[src/rtl/rand_sched_pkg.sv]
// Shared types and constants for the rand_sched random-value scheduler.
// Holds the FSM state encoding and the LFSR step rule used by the datapath.
package rand_sched_pkg;

  localparam int LFSR_W     = 4;
  localparam int ROLL_LIMIT = 15;

  typedef enum logic [1:0] {
    ST_IDLE  = 2'd0,
    ST_ROLL  = 2'd1,
    ST_GRANT = 2'd2
  } state_e;

  // XNOR-feedback shift: the all-zero reset value is a legal member of the sequence.
  function automatic logic [LFSR_W-1:0] lfsr_next(input logic [LFSR_W-1:0] q);
    return {q[2:0], ~(q[3] ^ q[2])};
  endfunction

endpackage

[src/rtl/rand_sched_if.sv]
// Request/grant bundle between requesters and the rand_sched generator.
// The master side drives requests; the slave side (the scheduler) answers.
interface rand_sched_if #(
  parameter int N_REQ = 4
);

  logic [N_REQ-1:0] req;
  logic [N_REQ-1:0] grant;
  logic             valid;
  logic [3:0]       rand_out;
  logic             err;
  logic             busy;

  modport master (
    output req,
    input  grant, valid, rand_out, err, busy
  );

  modport slave (
    input  req,
    output grant, valid, rand_out, err, busy
  );

endinterface

[src/rtl/rand_sched_lfsr.sv]
// 4-bit XNOR LFSR that advances one position per cycle while step is high.
// Reset value is all-zero; the all-ones lock-up state is never reached from it.
module lfsr4_step
  import rand_sched_pkg::*;
(
  input  logic              clk,
  input  logic              reset_n,
  input  logic              step,
  output logic [LFSR_W-1:0] q
);

  logic [LFSR_W-1:0] q_q;

  // NOTE: clocked state uses non-blocking assignments so every register samples pre-edge values.
  always_ff @(posedge clk or negedge reset_n) begin
    if (!reset_n) begin
      q_q <= '0;
    end else if (step) begin
      q_q <= lfsr_next(q_q);
    end
  end

  assign q = q_q;

endmodule

[src/rtl/rand_sched.sv]
// Round-robin scheduler handing out bounded, non-repeating LFSR values.
// One requester is served per IDLE -> ROLL -> GRANT pass; a stuck roll falls back after a limit.
module rand_sched
  import rand_sched_pkg::*;
#(
  parameter int                N_REQ     = 4,
  parameter logic [LFSR_W-1:0] MAX_VAL   = 4'd9,
  parameter bit                NO_REPEAT = 1'b1
) (
  input  logic        clk,
  input  logic        reset_n,
  rand_sched_if.slave bus
);

  localparam int PTR_W = (N_REQ > 1) ? $clog2(N_REQ) : 1;

  state_e            state_q, state_d;
  logic [PTR_W-1:0]  ptr_q, ptr_d;
  logic [PTR_W-1:0]  winner_q, winner_d;
  logic [PTR_W-1:0]  pick;
  logic [3:0]        roll_cnt_q, roll_cnt_d;
  logic [LFSR_W-1:0] rand_q, rand_d;
  logic              err_q, err_d;
  logic [LFSR_W-1:0] last_q, last_d;
  logic              have_last_q, have_last_d;

  logic              lfsr_step;
  logic [LFSR_W-1:0] lfsr_q;
  logic [LFSR_W-1:0] roll_val;
  logic              any_req;
  logic              winner_held;
  logic              accept;
  logic              limit_hit;

  logic [N_REQ-1:0]  grant_c;
  logic              valid_c;
  logic              err_c;
  logic              busy_c;

  lfsr4_step u_lfsr (
    .clk     (clk),
    .reset_n (reset_n),
    .step    (lfsr_step),
    .q       (lfsr_q)
  );

  // The value judged in a ROLL cycle is the one the LFSR is stepping into.
  assign lfsr_step   = (state_q == ST_ROLL);
  assign roll_val    = lfsr_next(lfsr_q);
  assign any_req     = |bus.req;
  assign winner_held = bus.req[winner_q];
  assign limit_hit   = (roll_cnt_q == 4'(ROLL_LIMIT - 1));
  assign accept      = (roll_val <= MAX_VAL) &&
                       (!NO_REPEAT || !have_last_q || (roll_val != last_q));

  // Two passes: the second (indices at or above ptr) overrides the wrapped first pass.
  always_comb begin
    // NOTE: every always_comb target gets a default first so no path infers a latch.
    pick = '0;
    for (int i = N_REQ - 1; i >= 0; i--) begin
      if (bus.req[i] && (PTR_W'(i) < ptr_q)) pick = PTR_W'(i);
    end
    for (int i = N_REQ - 1; i >= 0; i--) begin
      if (bus.req[i] && (PTR_W'(i) >= ptr_q)) pick = PTR_W'(i);
    end
  end

  always_ff @(posedge clk or negedge reset_n) begin
    if (!reset_n) begin
      state_q <= ST_IDLE;
    end else begin
      state_q <= state_d;
    end
  end

  always_comb begin
    state_d = state_q;
    unique case (state_q)
      ST_IDLE: begin
        if (any_req) state_d = ST_ROLL;
      end
      ST_ROLL: begin
        if (!winner_held)            state_d = ST_IDLE;
        else if (accept || limit_hit) state_d = ST_GRANT;
      end
      ST_GRANT: state_d = ST_IDLE;
      default:  state_d = ST_IDLE;
    endcase
  end

  always_comb begin
    grant_c = '0;
    valid_c = 1'b0;
    err_c   = 1'b0;
    busy_c  = (state_q != ST_IDLE);
    if (state_q == ST_GRANT) begin
      grant_c[winner_q] = 1'b1;
      valid_c           = 1'b1;
      err_c             = err_q;
    end
  end

  always_comb begin
    ptr_d       = ptr_q;
    winner_d    = winner_q;
    roll_cnt_d  = roll_cnt_q;
    rand_d      = rand_q;
    err_d       = err_q;
    last_d      = last_q;
    have_last_d = have_last_q;
    unique case (state_q)
      ST_IDLE: begin
        if (any_req) begin
          winner_d   = pick;
          roll_cnt_d = '0;
        end
      end
      ST_ROLL: begin
        roll_cnt_d = roll_cnt_q + 4'd1;
        if (winner_held && (accept || limit_hit)) begin
          rand_d = roll_val;
          err_d  = !accept;
        end
      end
      ST_GRANT: begin
        last_d      = rand_q;
        have_last_d = 1'b1;
        ptr_d       = (winner_q == PTR_W'(N_REQ - 1)) ? '0 : winner_q + PTR_W'(1);
      end
      default: ;
    endcase
  end

  always_ff @(posedge clk or negedge reset_n) begin
    if (!reset_n) begin
      ptr_q       <= '0;
      winner_q    <= '0;
      roll_cnt_q  <= '0;
      rand_q      <= '0;
      err_q       <= 1'b0;
      last_q      <= '0;
      have_last_q <= 1'b0;
    end else begin
      ptr_q       <= ptr_d;
      winner_q    <= winner_d;
      roll_cnt_q  <= roll_cnt_d;
      rand_q      <= rand_d;
      err_q       <= err_d;
      last_q      <= last_d;
      have_last_q <= have_last_d;
    end
  end

  assign bus.grant    = grant_c;
  assign bus.valid    = valid_c;
  assign bus.err      = err_c;
  assign bus.busy     = busy_c;
  assign bus.rand_out = rand_q;

endmodule

[src/flat_wrapper.sv]
// flat-port wrapper written by rule: the top's interface ports become plain ports
module rand_sched_flat import rand_sched_pkg::*;
#(
  parameter int                N_REQ     = 4,
  parameter logic [LFSR_W-1:0] MAX_VAL   = 4'd9,
  parameter bit                NO_REPEAT = 1'b1
)
  (clk, reset_n, bus_req, bus_grant, bus_valid, bus_rand_out, bus_err, bus_busy);
  rand_sched_if #(.N_REQ(N_REQ)) bus_i ();
  input  logic clk;
  input  logic reset_n;
  input wire logic [$bits(bus_i.req)-1:0] bus_req;
  output wire logic [$bits(bus_i.grant)-1:0] bus_grant;
  output wire logic [$bits(bus_i.valid)-1:0] bus_valid;
  output wire logic [$bits(bus_i.rand_out)-1:0] bus_rand_out;
  output wire logic [$bits(bus_i.err)-1:0] bus_err;
  output wire logic [$bits(bus_i.busy)-1:0] bus_busy;
  assign bus_i.req = bus_req;
  assign bus_grant = bus_i.grant;
  assign bus_valid = bus_i.valid;
  assign bus_rand_out = bus_i.rand_out;
  assign bus_err = bus_i.err;
  assign bus_busy = bus_i.busy;
  rand_sched #(.N_REQ(N_REQ), .MAX_VAL(MAX_VAL), .NO_REPEAT(NO_REPEAT)) u_core (.clk(clk), .reset_n(reset_n), .bus(bus_i));
endmodule
[config.mk]
export PLATFORM = sky130hd
export DESIGN_NAME = rand_sched_flat
export DESIGN_NICKNAME = d
export VERILOG_FILES = /design/src/rtl/rand_sched_pkg.sv /design/src/rtl/rand_sched_if.sv /design/src/rtl/rand_sched_lfsr.sv /design/src/rtl/rand_sched.sv /design/src/flat_wrapper.sv
export SDC_FILE = /design/constraint.sdc
export NUM_CORES = 1
export LEC_CHECK = 0
export ABC_AREA = 0
export CAP_MARGIN = 20
export CORE_MARGIN = 3
export CORE_UTILIZATION = 54
export CTS_CLUSTER_SIZE = 28
export DETAILED_ROUTE_END_ITERATION = 12
export GPL_TIMING_DRIVEN = 1
export PLACE_DENSITY = 0.82
export SLEW_MARGIN = 20
export SYNTH_ARGS = -nofsm -noshare
export SYNTH_HDL_FRONTEND = slang
export SYNTH_HIERARCHICAL = 1
export SYNTH_SLANG_ARGS = --single-unit
[constraint.sdc]
create_clock -name clk -period 1.9 [get_ports clk]
set_input_delay 0.38 -clock clk [delete_from_list [all_inputs] [get_ports clk]]
set_output_delay 0.38 -clock clk [all_outputs]
set_load 0.02 [all_outputs]
After elaboration in Yosys (flattened, before gate mapping)
Index checks and enable logic that the tools add are counted.
- bits of input ports: 6
- flip-flop bits (word level): 24
- word-level logic and storage cells: 76
- multiplexer cells: 22
- equal/unequal tests: 7
- bitwise gates (word level): 2
- add/sub/neg operators: 2
- reduce and logical (&&, ||, !) cells: 23
- order comparisons: 11
- operators by type and width (operator ; number):
    2-bit two-way mux ; 12
    1-bit logical AND ; 11
    4-bit two-way mux ; 2
    4-bit one-hot mux with 2 select lines ; 1
    2-bit AND reduction ; 4
    4-bit by 1-bit adder with 4-bit output, second input constant ; 1
    2-bit equality test, second input constant ; 2
    4-bit equality test, second input constant ; 1
    1-bit by 2-bit greater-or-equal comparator with 1-bit output, first input constant ; 2
    2-bit greater-or-equal comparator, first input constant ; 2
    4-bit <= comparator, second input constant ; 1
    1-bit by 2-bit < comparator with 1-bit output, first input constant ; 2
    2-bit < comparator, first input constant ; 2
    1-bit two-way mux ; 4
    4-bit inequality test ; 1
    2-bit one-hot mux with 2 select lines ; 1
    2-bit nonzero test ; 2
    4-bit OR reduction ; 1
    2-bit by 3-bit < comparator with 1-bit output, second input constant ; 1
    3-bit inequality test, second input constant ; 1
    2-bit by 1-bit adder with 2-bit output, second input constant ; 1
    1-bit binary-select mux with 2-bit select ; 1
    1-bit demux with 2-bit select ; 1
    2-bit by 1-bit equality test with 1-bit output, second input constant ; 1
    other kinds (7) ; 9

Longest topological paths before layout
- depth in word-level cells: 10
- mapped depth: 7
- mapped depth without buffers: 6

Modules after synthesis
Netlist, hierarchy kept.
- modules (own cells, without submodules) (module ; seq. area each (µm²) ; cells an instance ; area an instance (µm²) ; times used):
    rand_sched ; 500.5 ; 121 ; 1224.9 ; 1
    lfsr4_step ; 100.1 ; 9 ; 157.7 ; 1

Worst setup path before layout
OpenSTA, ideal clock, no wires.
- path type: flip-flop to flip-flop
- start: register u_core.winner_q[1]
- end: register u_core.rand_q[0], in the netlist u_core/bus.rand_out[0]
- buffers on the path: 1
- period minus slack after synthesis: 1708 ps
- required time: 1761 ps
- path slack: 192 ps
- data arrival time: 1569 ps
- setup time: 139 ps
- cell stages (with the launch flop): 6
- cell sequence: dfrtp_1 -> mux4_2 -> and2_4 -> buf_6 -> a311oi_2 -> o311ai_1
- longest elaborated chain between the ends: 4
- RTL lines (what ; RTL line ; RTL):
    start, declared ; rand_sched.sv:19 ; logic [PTR_W-1:0] winner_q, winner_d;
    start signal, assigned ; rand_sched.sv:145 ; winner_q <= winner_d;
    1-bit binary-select mux with 2-bit select ; rand_sched.sv:51 ; assign winner_held = bus.req[winner_q];
    1-bit two-way mux (not written as such) ; rand_sched.sv:51 ;
    1-bit logical AND ; rand_sched.sv:120 ; if (winner_held && (accept || limit_hit)) begin
    2-bit AND reduction (no source line) ; -- ;
    end signal, assigned ; rand_sched.sv:147 ; rand_q <= rand_d;
    end, declared ; rand_sched.sv:22 ; logic [LFSR_W-1:0] rand_q, rand_d;
Every way passes these cells. The select of a mux whose other input is x is not followed.
A chain may end at the register's enable or synchronous reset.

Final worst setup path
- start: register u_core.state_q[1]
- end: output port bus_grant[2]
- longest elaborated chain between the ends: 2
- RTL lines (what ; RTL line ; RTL):
    start, declared ; rand_sched.sv:17 ; state_e state_q, state_d;
    start signal, assigned ; rand_sched.sv:72 ; state_q <= state_d;
    2-bit equality test ; rand_sched.sv:96 ; if (state_q == ST_GRANT) begin
    4-bit two-way mux ; rand_sched.sv:96 ;
    end, declared ; flat_wrapper.sv:13 ; output wire logic [$bits(bus_i.grant)-1:0] bus_grant;
Every way passes these cells.

==> results by group <==
Logic synthesis
  • Count of unique library cells instantiated by Yosys: 42
  • Number of enable-type register cells in the synthesized netlist: 0
  • Seq cells post-synth: 24
  • Most instantiated flip-flop cell in the synthesis netlist: sky130_fd_sc_hd__dfrtp_1
  • Mean instance size in the synthesized netlist: 10.6 um2
  • Post-synth net total: 142
  • Leading cell types by total area after synthesis: sky130_fd_sc_hd__dfrtp_1 (43%), sky130_fd_sc_hd__ha_1 (5.4%), sky130_fd_sc_hd__mux2_1 (4.9%)
  • Cell with the most instances after synthesis: sky130_fd_sc_hd__dfrtp_1
  • Yosys warning total: 6
  • Cell type with the largest total area after synthesis: sky130_fd_sc_hd__dfrtp_1
  • Synthesized instance count: 130
  • Async set-reset flop share out of synthesis: 100%
  • Top cell types by occurrence after synthesis: sky130_fd_sc_hd__dfrtp_1 (24), sky130_fd_sc_hd__inv_1 (9), sky130_fd_sc_hd__a21oi_1 (6), sky130_fd_sc_hd__ha_1 (6), sky130_fd_sc_hd__mux2_1 (6)
  • Yosys top cell area share: 43.4%
  • Mapped cell area: 0.00138 mm2
  • Sequential-to-total area share from yosys stat: 43.4%

Detailed routing
  • Vias after detailed routing: 1151
  • Detailed-router iteration count before antenna repair: 4
  • Remaining antenna violation count: 0
  • Number of DRC markers after the initial detailed-route iteration: 36
  • Wire length per cell: 15.4 um
  • Remaining routing DRC violations: 0
  • Per-cell via count in the routed design: 6.06
  • Final wirelength: 2920 um

Placed design
  • Worst setup slack before clock tree synthesis: -225 ps
  • Total of buffers placed on input and output ports: 16
  • DP Cell Count: 183
  • Post-DP HPWL: 2210 um
  • Final weighted congestion in routability-driven placement: 0.831

Floorplanning
  • Starting utilization of the core area: 59.6%
  • I/O pin total: 17
  • Area of the core: 0.00232 mm2
  • Height of the chip: 56.6 um
  • Area of the die: 0.00320 mm2
  • Number of standard-cell rows in the floorplan: 17
  • Die W: 56.6 um

Timing
  • Worst rel slew slack: 63.5%
  • Number of slew-limit violations in the final report: 0
  • Achievable Freq: 554 MHz
  • Final worst-path setup slack: 94.6 ps
  • Slew @ Worst Pin: 544 ps
  • Final Hold Violating Endpoints: 0
  • Skew final: 2.20 ps
  • Crit path time final: 1810 ps
  • Final total negative setup slack: 0 ps
  • Crit share post-route: 95.0%
  • Setup repair after global routing missed its margin: no
  • Final setup vio count: 0

Global route
  • Initial antenna violation count: 0
  • Global-route usage over all layers: 20.1%
  • Total grt overflow: 0
  • Maximum number of pins on one net before global-route repair: 25
  • Via count of the first global-routing pass: 1123
  • First-pass GRT wire length: 5040 um

Worst setup path
  • End of the worst register-to-register path: u_core/err_q
  • CP startpoint: u_core/state_q[1]
  • Kind of end point of the critical path: output port
  • Worst r2r path cells: 4
  • R2r setup slk: 130 ps
  • Maximum fanout encountered on the critical timing path: 9
  • Critical path type: reg -> out
  • Category of the worst setup path launch point: register
  • Data arrival time of the worst path: 1430 ps
  • Reg-to-Reg Start: u_core/u_lfsr/q[2]
  • Setup crit end: bus_grant[2]
  • Required time at the endpoint of the critical path: 1520 ps

Finish
  • Post-route non-filler standard cell count: 190
  • Antenna Cells: 0
  • Share of final-layout standard cells stronger than drive strength 1: 24.7%
  • Nets: 175
  • Area growth from synthesis to final layout: 24.6%
  • Number of inserted filler cells in the final layout: 171

Clocking
  • Maximum buffer depth of the clock tree: 2
  • # clock sinks: 24
  • Worst skew pair latency: 320 ps
  • CTS H-tree lvls: 1
  • TritonCTS clock tree: built
  • Number of buffers inserted during clock tree synthesis: 3
  • Cell at the root of the clock tree: sky130_fd_sc_hd__clkbuf_4
  • Clock transition at the registers of the reported paths: 130 ps
  • Hold-fix buffer count after cts: 0

Flow run
  • Number of max-cap violations: 0

Power and ir drop
  • Maximum vdd drop: 1110 uV
  • Leakage power: 0.761 nW
  • Ratio of total power to cell area: 1660 mW/mm2
  • Final Power: 2.86 mW

Run status
  • Outcome: completed

Hold path
  • Worst Hold Class: in -> async
## registers in the layout, summed over array words and instances, names as in the netlist
name,cells
u_core/last_q,4
u_core/state_q,2
u_core/ptr_q,2
u_core/have_last_q,1
u_core/roll_cnt_q,4
u_core/u_lfsr/q,4
u_core/winner_q,2
u_core/err_q,1
u_core/bus.rand_out,4
## placed cells by master, fill, tap and decap left out, types with 5 or more instances in the layout
cell type                          n
sky130_fd_sc_hd__ha_1              6
sky130_fd_sc_hd__a21oi_1           6
sky130_fd_sc_hd__clkdlybuf4s50_1   9
sky130_fd_sc_hd__mux2_1            6
sky130_fd_sc_hd__nor2_1            5
sky130_fd_sc_hd__and2_1            5
sky130_fd_sc_hd__buf_4            15
sky130_fd_sc_hd__dfrtp_1          22
sky130_fd_sc_hd__inv_1             9
sky130_fd_sc_hd__nand3_1           5
## critical path, cell delays in order (launching register included)
cell and delay [ps]:
sky130_fd_sc_hd__dfrtp_1 410, sky130_fd_sc_hd__nor2b_2 170, sky130_fd_sc_hd__buf_6 130, sky130_fd_sc_hd__and2_1 150, sky130_fd_sc_hd__clkdlybuf4s15_2 250
## through the flow
stage | utilization, % | hold slack [ps] | area (um2)
floorplan | - | 84.4 | 1380
global placement | 71.2 | 451 | 1650
detailed placement | 71.2 | 458 | 1650
CTS | 72.9 | 394 | 1690
global route | 74.3 | 415 | 1720
finish | 74.3 | 393 | 1720
## how the worst min path moves through the flow
stage                                  start                     end  slack [ps]  cells after the start
after global routing                 reset_n         u_core/ptr_q[0]         410                      2
after detailed placement  u_core/have_last_q      u_core/have_last_q         460                      1
after CTS                            reset_n        u_core/last_q[3]         390                      2
after global placement    u_core/have_last_q      u_core/have_last_q         450                      1
final                                reset_n         u_core/ptr_q[0]         390                      2
after floorplan                      reset_n  u_core/bus.rand_out[0]          80                      0
## repair_timing
action	4_1_cts	5_1_grt
buffers inserted	0	3
setup endpoints to repair	7	8
gates resized for setup	16	7
## cell families (layout without fill, tap and decap cells)
family / count (synthesis) / count (layout) / share of synthesized area [%]
AND/OR/NAND/NOR: 35 / 35 / 13.8
flip-flops: 24 / 24 / 43.4
buffers and inverters: 14 / 46 / 4.52
multiplexers: 11 / 11 / 10.0
AO/OA/AOI/OAI: 32 / 32 / 17.1
XOR/XNOR: 8 / 8 / 5.61
adder cells (fa/ha/maj): 6 / 6 / 5.43
## routing by layer
metal | wire length (um) | vias up | GRT usage (%)
li1 | - | 535 | -
met1 | 1190 | 548 | 24.3
met5 | 0 | - | 0
met4 | 97 | 0 | 9.49
met3 | 193 | 12 | 3.22
met2 | 1440 | 56 | 34.5
## final cells by class
class | count | area, um2 | share of cell area (%)
Inverter | 10 | 37.5 | 2.18
Multi-Input combinational cell | 92 | 729 | 42.3
Timing Repair Buffer | 32 | 282 | 16.3
Clock buffer | 4 | 36.3 | 2.11
Sequential cell | 24 | 603 | 35.0
Tap cell | 28 | 35.0 | 2.03
## power by group
group | internal [mW] | total, mW | switching [mW]
logic | 0.778 | 1.58 | 0.804
registers | 0.738 | 1.00 | 0.265
clock network | 0.117 | 0.273 | 0.156
total | 1.63 | 2.86 | 1.22
Note: power is estimated with default switching activity, not from simulation.
